<file path="src/rtl/tone_cfg_pkg.sv">
// Shared types and constants for the tone configuration commit controller.
// Entries are addressed as {ch, tone}: A0..A7 occupy 0..7 and B0..B7 occupy 8..15.
package tone_cfg_pkg;

    localparam int unsigned DEF_IDX_W  = 10;
    localparam int unsigned DEF_GAIN_W = 18;
    localparam int unsigned N_ENTRY    = 16;
    localparam int unsigned ADDR_W     = $clog2(N_ENTRY);

    typedef enum logic [1:0] {
        StIdle    = 2'd0,
        StPending = 2'd1,
        StCopy    = 2'd2,
        StDone    = 2'd3
    } state_e;

    function automatic logic [ADDR_W-1:0] entry_addr(input logic ch, input logic [2:0] tone);
        return {ch, tone};
    endfunction

endpackage

</file>
<file path="src/rtl/tone_shadow_bank.sv">
// 16-entry shadow register file holding {index, gain} per tone.
// It has one synchronous write port with split field enables and one combinational read port.
module tone_shadow_bank
    import tone_cfg_pkg::*;
#(
    parameter int unsigned IDX_W  = DEF_IDX_W,
    parameter int unsigned GAIN_W = DEF_GAIN_W
) (
    input  logic              clk,
    input  logic              rst,
    input  logic              idx_we,
    input  logic              gain_we,
    input  logic [ADDR_W-1:0] wr_addr,
    input  logic [IDX_W-1:0]  wr_index,
    input  logic [GAIN_W-1:0] wr_gain,
    input  logic [ADDR_W-1:0] rd_addr,
    output logic [IDX_W-1:0]  rd_index,
    output logic [GAIN_W-1:0] rd_gain
);

    logic [IDX_W-1:0]  index_q [N_ENTRY];
    logic [GAIN_W-1:0] gain_q  [N_ENTRY];

    always_ff @(posedge clk or posedge rst) begin
        if (rst) begin
            for (int i = 0; i < int'(N_ENTRY); i++) begin
                index_q[i] <= '0;
                gain_q[i]  <= '0;
            end
        end else begin
            if (idx_we) begin
                index_q[wr_addr] <= wr_index;
            end
            if (gain_we) begin
                gain_q[wr_addr] <= wr_gain;
            end
        end
    end

    // A read in the write cycle returns the old contents.
    assign rd_index = index_q[rd_addr];
    assign rd_gain  = gain_q[rd_addr];

endmodule

</file>
<file path="src/rtl/tone_cfg_commit_ctrl.sv">
// Double-buffered tone configuration controller: collects shadow writes, then on a
// SAFE-gated commit copies all 16 entries to the active table at the next frame boundary.
module tone_cfg_commit_ctrl
    import tone_cfg_pkg::*;
#(
    parameter int unsigned IDX_W  = DEF_IDX_W,
    parameter int unsigned GAIN_W = DEF_GAIN_W
) (
    input  logic              clk,
    input  logic              rst,
    input  logic              idx_we,
    input  logic              gain_we,
    input  logic              wr_ch,
    input  logic [2:0]        wr_tone,
    input  logic [IDX_W-1:0]  wr_index,
    input  logic [GAIN_W-1:0] wr_gain,
    input  logic              commit_req,
    input  logic              safe_we,
    input  logic              safe_val,
    input  logic              frame_sync,
    output logic              act_we,
    output logic              act_ch,
    output logic [2:0]        act_tone,
    output logic [IDX_W-1:0]  act_index,
    output logic [GAIN_W-1:0] act_gain,
    output logic              busy,
    output logic              dirty,
    output logic              safe_state,
    output logic              commit_done,
    output logic              commit_rej
);

    localparam logic [ADDR_W-1:0] LAST_ENTRY = ADDR_W'(N_ENTRY - 1);

    state_e            state_q, state_d;
    logic [ADDR_W-1:0] cnt_q, cnt_d;
    logic              rearm_q, rearm_d;
    logic              safe_q, safe_d;
    logic              dirty_q, dirty_d;

    logic              start_copy;
    logic              reject;
    logic              abort;
    logic              shadow_wr;

    logic [ADDR_W-1:0] rd_addr;
    logic [IDX_W-1:0]  rd_index;
    logic [GAIN_W-1:0] rd_gain;

    logic              act_we_d, act_ch_d;
    logic [2:0]        act_tone_d;
    logic [IDX_W-1:0]  act_index_d;
    logic [GAIN_W-1:0] act_gain_d;
    logic              busy_d, done_d, rej_d;

    logic              act_we_q, act_ch_q;
    logic [2:0]        act_tone_q;
    logic [IDX_W-1:0]  act_index_q;
    logic [GAIN_W-1:0] act_gain_q;
    logic              busy_q, done_q, rej_q;

    tone_shadow_bank #(
        .IDX_W  (IDX_W),
        .GAIN_W (GAIN_W)
    ) u_shadow (
        .clk      (clk),
        .rst      (rst),
        .idx_we   (idx_we),
        .gain_we  (gain_we),
        .wr_addr  (entry_addr(wr_ch, wr_tone)),
        .wr_index (wr_index),
        .wr_gain  (wr_gain),
        .rd_addr  (rd_addr),
        .rd_index (rd_index),
        .rd_gain  (rd_gain)
    );

    always_ff @(posedge clk or posedge rst) begin
        if (rst) begin
            state_q <= StIdle;
            cnt_q   <= '0;
            rearm_q <= 1'b0;
            safe_q  <= 1'b0;
            dirty_q <= 1'b0;
        end else begin
            state_q <= state_d;
            cnt_q   <= cnt_d;
            rearm_q <= rearm_d;
            safe_q  <= safe_d;
            dirty_q <= dirty_d;
        end
    end

    always_comb begin
        state_d    = state_q;
        cnt_d      = cnt_q;
        rearm_d    = rearm_q;
        start_copy = 1'b0;
        reject     = 1'b0;
        abort      = 1'b0;
        shadow_wr  = idx_we | gain_we;
        safe_d     = safe_we ? safe_val : safe_q;

        unique case (state_q)
            // Commit is judged against the SAFE value held before any same-cycle update.
            StIdle: begin
                if (commit_req) begin
                    if (safe_q) begin
                        state_d = StPending;
                    end else begin
                        reject = 1'b1;
                    end
                end
            end
            // A SAFE drop takes priority over a coincident frame boundary.
            StPending: begin
                if (!safe_d) begin
                    abort   = 1'b1;
                    state_d = StIdle;
                end else if (frame_sync) begin
                    start_copy = 1'b1;
                    cnt_d      = '0;
                    state_d    = StCopy;
                end
            end
            StCopy: begin
                if (commit_req) begin
                    rearm_d = 1'b1;
                end
                cnt_d = cnt_q + 1'b1;
                if (cnt_q == LAST_ENTRY) begin
                    state_d = StDone;
                end
            end
            StDone: begin
                if (rearm_q) begin
                    rearm_d = 1'b0;
                    state_d = StPending;
                end else begin
                    state_d = StIdle;
                end
            end
            default: state_d = StIdle;
        endcase

        dirty_d = shadow_wr ? 1'b1 : (start_copy ? 1'b0 : dirty_q);
    end

    // The read runs one entry ahead of the registered beat: cnt_q is the beat on the port.
    always_comb begin
        rd_addr     = start_copy ? '0 : cnt_q + 1'b1;
        act_we_d    = start_copy | ((state_q == StCopy) && (cnt_q != LAST_ENTRY));
        act_ch_d    = 1'b0;
        act_tone_d  = '0;
        act_index_d = '0;
        act_gain_d  = '0;
        if (act_we_d) begin
            act_ch_d    = rd_addr[ADDR_W-1];
            act_tone_d  = rd_addr[ADDR_W-2:0];
            act_index_d = rd_index;
            act_gain_d  = rd_gain;
        end
        busy_d = (state_d != StIdle);
        done_d = (state_q == StCopy) && (cnt_q == LAST_ENTRY);
        rej_d  = reject | abort;
    end

    always_ff @(posedge clk or posedge rst) begin
        if (rst) begin
            act_we_q    <= 1'b0;
            act_ch_q    <= 1'b0;
            act_tone_q  <= '0;
            act_index_q <= '0;
            act_gain_q  <= '0;
            busy_q      <= 1'b0;
            done_q      <= 1'b0;
            rej_q       <= 1'b0;
        end else begin
            act_we_q    <= act_we_d;
            act_ch_q    <= act_ch_d;
            act_tone_q  <= act_tone_d;
            act_index_q <= act_index_d;
            act_gain_q  <= act_gain_d;
            busy_q      <= busy_d;
            done_q      <= done_d;
            rej_q       <= rej_d;
        end
    end

    assign act_we      = act_we_q;
    assign act_ch      = act_ch_q;
    assign act_tone    = act_tone_q;
    assign act_index   = act_index_q;
    assign act_gain    = act_gain_q;
    assign busy        = busy_q;
    assign dirty       = dirty_q;
    assign safe_state  = safe_q;
    assign commit_done = done_q;
    assign commit_rej  = rej_q;

endmodule

</file>
<file path="config.mk">
export PLATFORM = sky130hd
export DESIGN_NAME = tone_cfg_commit_ctrl
export DESIGN_NICKNAME = d
export VERILOG_FILES = /design/src/rtl/tone_cfg_pkg.sv /design/src/rtl/tone_shadow_bank.sv /design/src/rtl/tone_cfg_commit_ctrl.sv
export SDC_FILE = /design/constraint.sdc
export NUM_CORES = 1
export LEC_CHECK = 0
export ABC_AREA = 1
export ABC_CLOCK_PERIOD_IN_PS = 18780
export BUFFER_PORTS_ARGS = -buffer_cell sky130_fd_sc_hd__buf_2
export CORE_MARGIN = 2
export CORE_UTILIZATION = 50
export CTS_CLUSTER_SIZE = 16
export DETAILED_ROUTE_END_ITERATION = 6
export GPL_TIMING_DRIVEN = 0
export PLACE_DENSITY = 0.69
export SLEW_MARGIN = 20
export SYNTH_ARGS = -nofsm -noshare
export SYNTH_HDL_FRONTEND = slang
export SYNTH_SLANG_ARGS = --single-unit
</file>
<file path="constraint.sdc">
create_clock -name clk -period 18.78 [get_ports clk]
set_input_delay 1.878 -clock clk [delete_from_list [all_inputs] [get_ports clk]]
set_output_delay 1.878 -clock clk [all_outputs]
set_load 0.02 [all_outputs]
</file>
== Yosys cells after proc, flatten, opt, wreduce, memory -nomap -nowiden ==
Index checks and enable logic that the tools add are counted.

* Word-level logic and storage cells: 112
* Output and inout port bits: 38
* Input port bits: 40
* Register bits after elaboration: 493

* Order comparisons: 3
* Reduce and logical (&&, ||, !) cells: 10
* Bitwise logic cells: 5
* Multiplexer cells: 40
* Equality and inequality tests: 8
* Add/sub/neg operators: 1

{| class="wikitable"
|+ Operator list
! operator !! number
|-
| bitwise mux 288 bit || 1
|-
| bitwise mux 160 bit || 1
|-
| binary-select mux 18 bit (select 4 bit) || 1
|-
| demux 18 bit (select 4 bit) || 1
|-
| 2-to-1 mux 18 bit || 4
|-
| binary-select mux 10 bit (select 4 bit) || 1
|-
| demux 10 bit (select 4 bit) || 1
|-
| 2-to-1 mux 10 bit || 4
|-
| 2-to-1 mux 1 bit || 14
|-
| 2-to-1 mux 4 bit || 3
|-
| >= comparator 5 bit, second input constant || 2
|-
| 2-to-1 mux 2 bit || 5
|-
| NOT 4 -> 5 bit || 2
|-
| case mux 2 bit (4 select lines) || 1
|-
| case mux 4 bit (2 select lines) || 1
|-
| nonzero test 2 bit || 4
|-
| != test 2 bit, second input constant || 3
|-
| < comparator 5 x 1 -> 1 bit, second input constant || 1
|-
| adder 4 x 1 -> 4 bit, second input constant || 1
|-
| == test 2 bit, second input constant || 2
|-
| == test 4 bit, second input constant || 1
|-
| != test 4 bit, second input constant || 1
|-
| logical AND 1 bit || 3
|-
| 2-to-1 mux 3 bit || 1
|-
| 6 further kinds || 8
|}

== Logic depth before layout (Yosys ltp) ==
* Depth in word-level cells: 9
* Gate-level depth with buffers: 13
* Depth with buffers taken out: 11

== Hierarchy ==
From an unflattened synthesis, not the netlist that was laid out.

* Cell total of the unflattened synthesis: 3,072
* Area total of the unflattened synthesis: 23,301.1 sq um

{| class="wikitable"
|+ Modules (own cells, without submodules)
! module !! cells each !! instances !! area each (sq um) !! sequential area each (sq um)
|-
| tone_shadow_bank || 2,897 || 1 || 21,553.2 || 11,210.8
|-
| tone_cfg_commit_ctrl || 175 || 1 || 1,747.9 || 1,126.1
|}

== Worst setup path before layout ==
No wires, ideal clock.

* Kind: input to register
* From: in gain_we
* To: reg u_shadow.gain_q[100] in the netlist's numbering
* Library setup time: 133 ps
* Path buffers: 3
* Required time: 18,647 ps
* Setup slack: 15,711 ps
* Data arrival time: 2,936 ps
* Stages on the path: 6
* Cells stage by stage: clkbuf_1 > clkbuf_1 > nand2_1 > clkbuf_1 > nand2_1 > o21ai_0

{| class="wikitable"
|+ RTL lines
! element !! line !! text
|-
| start: declaration || tone_cfg_commit_ctrl.sv:12 || <nowiki>input logic gain_we,</nowiki>
|-
| end signal: indexed assignment || tone_shadow_bank.sv:35 || <nowiki>gain_q[wr_addr] <= wr_gain;</nowiki>
|-
| end: declaration || tone_shadow_bank.sv:22 || <nowiki>logic [GAIN_W-1:0] gain_q [N_ENTRY];</nowiki>
|}

== Worst setup path after layout ==
* From: in safe_we
* To: reg act_gain_q[17] (netlist: act_gain[17])

* Cells in the longest elaborated chain, start to end: 9
* Elaborated cells on any way between the ends: 10
* Those cells by class: mux: 8; bitwise: 2

{| class="wikitable"
|+ Ends and longest elaborated chain
! element !! line !! text
|-
| start: declaration || tone_cfg_commit_ctrl.sv:18 || <nowiki>input logic safe_we,</nowiki>
|-
| 2-to-1 mux 1 bit * || tone_cfg_commit_ctrl.sv:102 || <nowiki>safe_d = safe_we ? safe_val : safe_q;</nowiki>
|-
| 2-to-1 mux 1 bit * || tone_cfg_commit_ctrl.sv:117 || <nowiki>if (!safe_d) begin</nowiki>
|-
| 2-to-1 mux 1 bit * || tone_cfg_commit_ctrl.sv:104 || <nowiki>unique case (state_q)</nowiki>
|-
| 2-to-1 mux 4 bit || tone_cfg_commit_ctrl.sv:151 || <nowiki>rd_addr = start_copy ? '0 : cnt_q + 1'b1;</nowiki>
|-
| NOT 4 -> 5 bit (implied by the code) || tone_shadow_bank.sv:42 || <nowiki>assign rd_gain = gain_q[rd_addr];</nowiki>
|-
| binary-select mux 18 bit (select 4 bit) || tone_shadow_bank.sv:42 ||
|-
| 2-to-1 mux 18 bit (implied by the code) (2 in a row) || tone_shadow_bank.sv:42 ||
|-
| 2-to-1 mux 18 bit * || tone_cfg_commit_ctrl.sv:157 || <nowiki>if (act_we_d) begin</nowiki>
|-
| named net act_gain_d[17] || tone_cfg_commit_ctrl.sv:53 || <nowiki>logic [GAIN_W-1:0] act_gain_d;</nowiki>
|-
| end signal: assignment || tone_cfg_commit_ctrl.sv:183 || <nowiki>act_gain_q <= act_gain_d;</nowiki>
|-
| end: declaration || tone_cfg_commit_ctrl.sv:59 || <nowiki>logic [GAIN_W-1:0] act_gain_q;</nowiki>
|}

Mark *: on every way through the listed nets, which the timed path passes. The rest lies on a longest branch. The select of a mux whose other input is x is not followed.
A chain may end at the register's enable or synchronous reset.

==> qor.yml <==
worst_setup_path:
  endpoint_kind: "flop"
  worst-setup-path-type: "in2reg"
  startpoint_type: "primary input"
  cp_max_fo: 10
  rrSetupSlack_ps: 16040
  worstPathRequired_ps: 19240
  critPathArrivalTime_ps: 4100
cells_and_area:
  regArea_mm2: 0.0123
  nets: 2999
  drive_gt1_share_pct: 7.94
  area.growth.synth_to_final_pct: 13.4
  multi_input_area_mm2: 0.00882
  nFillCells: 4087
  diodes: 0
  final_cell_area_mm2: 0.0254
global_route:
  grt_overflow: 0
  grt_pass1_vias: 19500
  grt_pass1_wl_mm: 110
  grt_use_total_pct: 30.3
  grt_start_max_net_pins: 109
  antenna_found_initial: 1
clock_network:
  clk_pin_slew_ps: 60
  root_buffer: "clkbuf_16"
  htree_levels: 2
  cts_tree: "done"
  worstSkewPairLatency_ps: 610
  clockBufferDepth: 3
  cts_setup_buffers: 0
  numCtsBuffers: 52
  post_cts_resized: 0
  hold_buffers: 0
  clock-sinks: 493
sta:
  tightest_slew_ps: 981
  setup_violations: 0
  grt_setup_unrepaired: "no"
  fin_crit_ps: 3630
  finalClockSkew_ps: 26.5
  min_period_over_period_pct: 19.3
  slew_violations: 0
  fmax_mhz: 275
  setup_tns_ps: 0
  finalHoldViolCount: 0
  maxSlewHeadroom_pct: 34.6
logic_synthesis:
  seq_area_frac_synth_pct: 55.0
  syn_nets: 2866
  synth.cell_area_mm2: 0.0224
  yosys_warnings: 0
  ys_ff_latch: 493
  synth_cell_types: 25
  syn_inst: 2825
  syn_avg_cell_area_um2: 7.95
power:
  leakagePower_nw: 12.4
  power.density_mw_per_mm2: 166
  total_power_mw: 4.21
  ir_drop_v: 0.0000952
die:
  die_x_um: 216
  ios: 78
  die_h_um: 216
  std_cell_rows: 77
  die_area_mm2: 0.0466
  initial_core_util_pct: 50.8
  coreArea_mm2: 0.0442
route:
  wl_mm: 69.8
  dr.first_iter.drc_count: 2180
  drtAntennaViolNets: 0
  vias: 20400
  drc: 0
  dr.pass1.iters: 6
  wl_per_cell_um: 19.4
  via_per_inst: 5.68
flow_run:
  maxCapViolations: 0
status:
  outcome: "completed"
placement:
  gp_congestion: 0.937
  dpl-instance-area_mm2: 0.0237
  portBuffers: 75
  dp_hpwl_mm: 51.4
hold_path:
  hp-class: "reg2reg"
-- synth_stat cells --
master,number,area [um2]
a211o_1,1,8.76
a21boi_0,23,173
a21boi_1,5,37.5
a22oi_1,1,7.51
a31oi_1,1,6.26
buf_1,11,41.3
buf_2,41,205
buf_4,24,180
clkbuf_1,143,537
clkbuf_2,1,5.00
dfrtp_1,493,12300
ha_1,1,12.5
inv_1,79,297
inv_2,5,18.8
nand2_1,960,3600
nand2_2,1,6.26
nand2_4,2,22.5
nand3_1,384,1920
nand4_1,2,12.5
nor2_1,189,709
nor2_2,2,12.5
o21ai_0,452,2260
o21ai_1,1,5.00
o22ai_1,1,6.26
xor2_1,2,17.5
-- flip-flops by register name (all words and copies together), names as in the netlist, 2 cells and up --
name              count
act_gain             18
act_index            10
u_shadow.gain_q     288
u_shadow.index_q    160
cnt_q                 4
state_q               2
act_tone              3
-- final timing paths --
check,start,to,cells after the start
max in group asynchronous,rst,u_shadow.gain_q[226],4
hold / removal,u_shadow.index_q[102],u_shadow.index_q[102],2
hold reg to reg,u_shadow.index_q[102],u_shadow.index_q[102],2
setup reg to reg,cnt_q[1],act_gain[17],9
min in group asynchronous,rst,u_shadow.index_q[93],2
setup / recovery,safe_we,act_gain[17],12
-- worst max-delay path, stage by stage --
cell and delay, ps:
buf_2 110, inv_1 60, nand2_1 50, nand2_1 50, nor2_1 80, nor2_2 430, buf_2 400, buf_2 380
nand3_1 120, nand3_1 140, nand2_1 90, nor2_1 290
-- layout make-up --
| class | instances | share of cell area (%) |
|---|---|---|
| plain buffers | 220 | 3.81 |
| clock buffers | 77 | 6.04 |
| clock inverters | 17 | 0.890 |
| inverters | 84 | 1.27 |
| multi-input cells | 2028 | 34.7 |
| flip-flops and latches | 493 | 48.5 |
| well taps | 592 | 2.91 |
| repair buffers | 79 | 1.91 |
-- routing by layer --
metal	track usage, %	up-vias	wire (um)
li1	-	9422	-
met1	42.9	9887	30000
met2	46.8	919	31400
met3	4.41	172	5710
met4	12.6	2	2680
met5	0	-	13
-- where the power goes --
| group | leakage (nW) | total [mW] | switching, mW | internal (mW) |
|---|---|---|---|---|
| registers | 6.29 | 1.42 | 0.126 | 1.30 |
| clock network | 0.865 | 1.07 | 0.437 | 0.634 |
| logic | 5.28 | 1.72 | 1.21 | 0.514 |
| total | 12.4 | 4.21 | 1.77 | 2.45 |
-- stage by stage --
stage | util [%] | std cells | hold WS (ps) | setup slack, ps
floorplan | - | 2825 | 453 | 3140
global placement | 53.3 | 3492 | 466 | -1710
detailed placement | 53.5 | 3496 | 473 | 14670
CTS | 57.5 | 3590 | 488 | 15280
global route | 57.5 | 3590 | 501 | 15010
finish | 57.5 | 3590 | 483 | 15150
-- placed cells by master, fill, tap and decap left out, types with 7 or more instances in the layout --
cell and count:
a21boi_0 23, buf_1 11, buf_2 116, buf_4 24, clkbuf_1 155, clkbuf_16 53
clkbuf_8 12, clkinv_2 7, dfrtp_1 493, inv_1 78, nand2_1 960, nand3_1 384
nor2_1 189, o21ai_0 452
-- kinds of logic after synthesis --
| group | Yosys count | share of synthesized area (%) |
|---|---|---|
| xor gates and xnor gates | 2 | 0.0781 |
| DFF | 493 | 55.0 |
| adders and majority gates | 1 | 0.0557 |
| AOI/OAI and AO/OA | 485 | 11.2 |
| and+or+nand+nor | 1540 | 28.0 |
| buffers and inverters | 304 | 5.72 |
No activity file was read; power rests on OpenSTA's default activity.
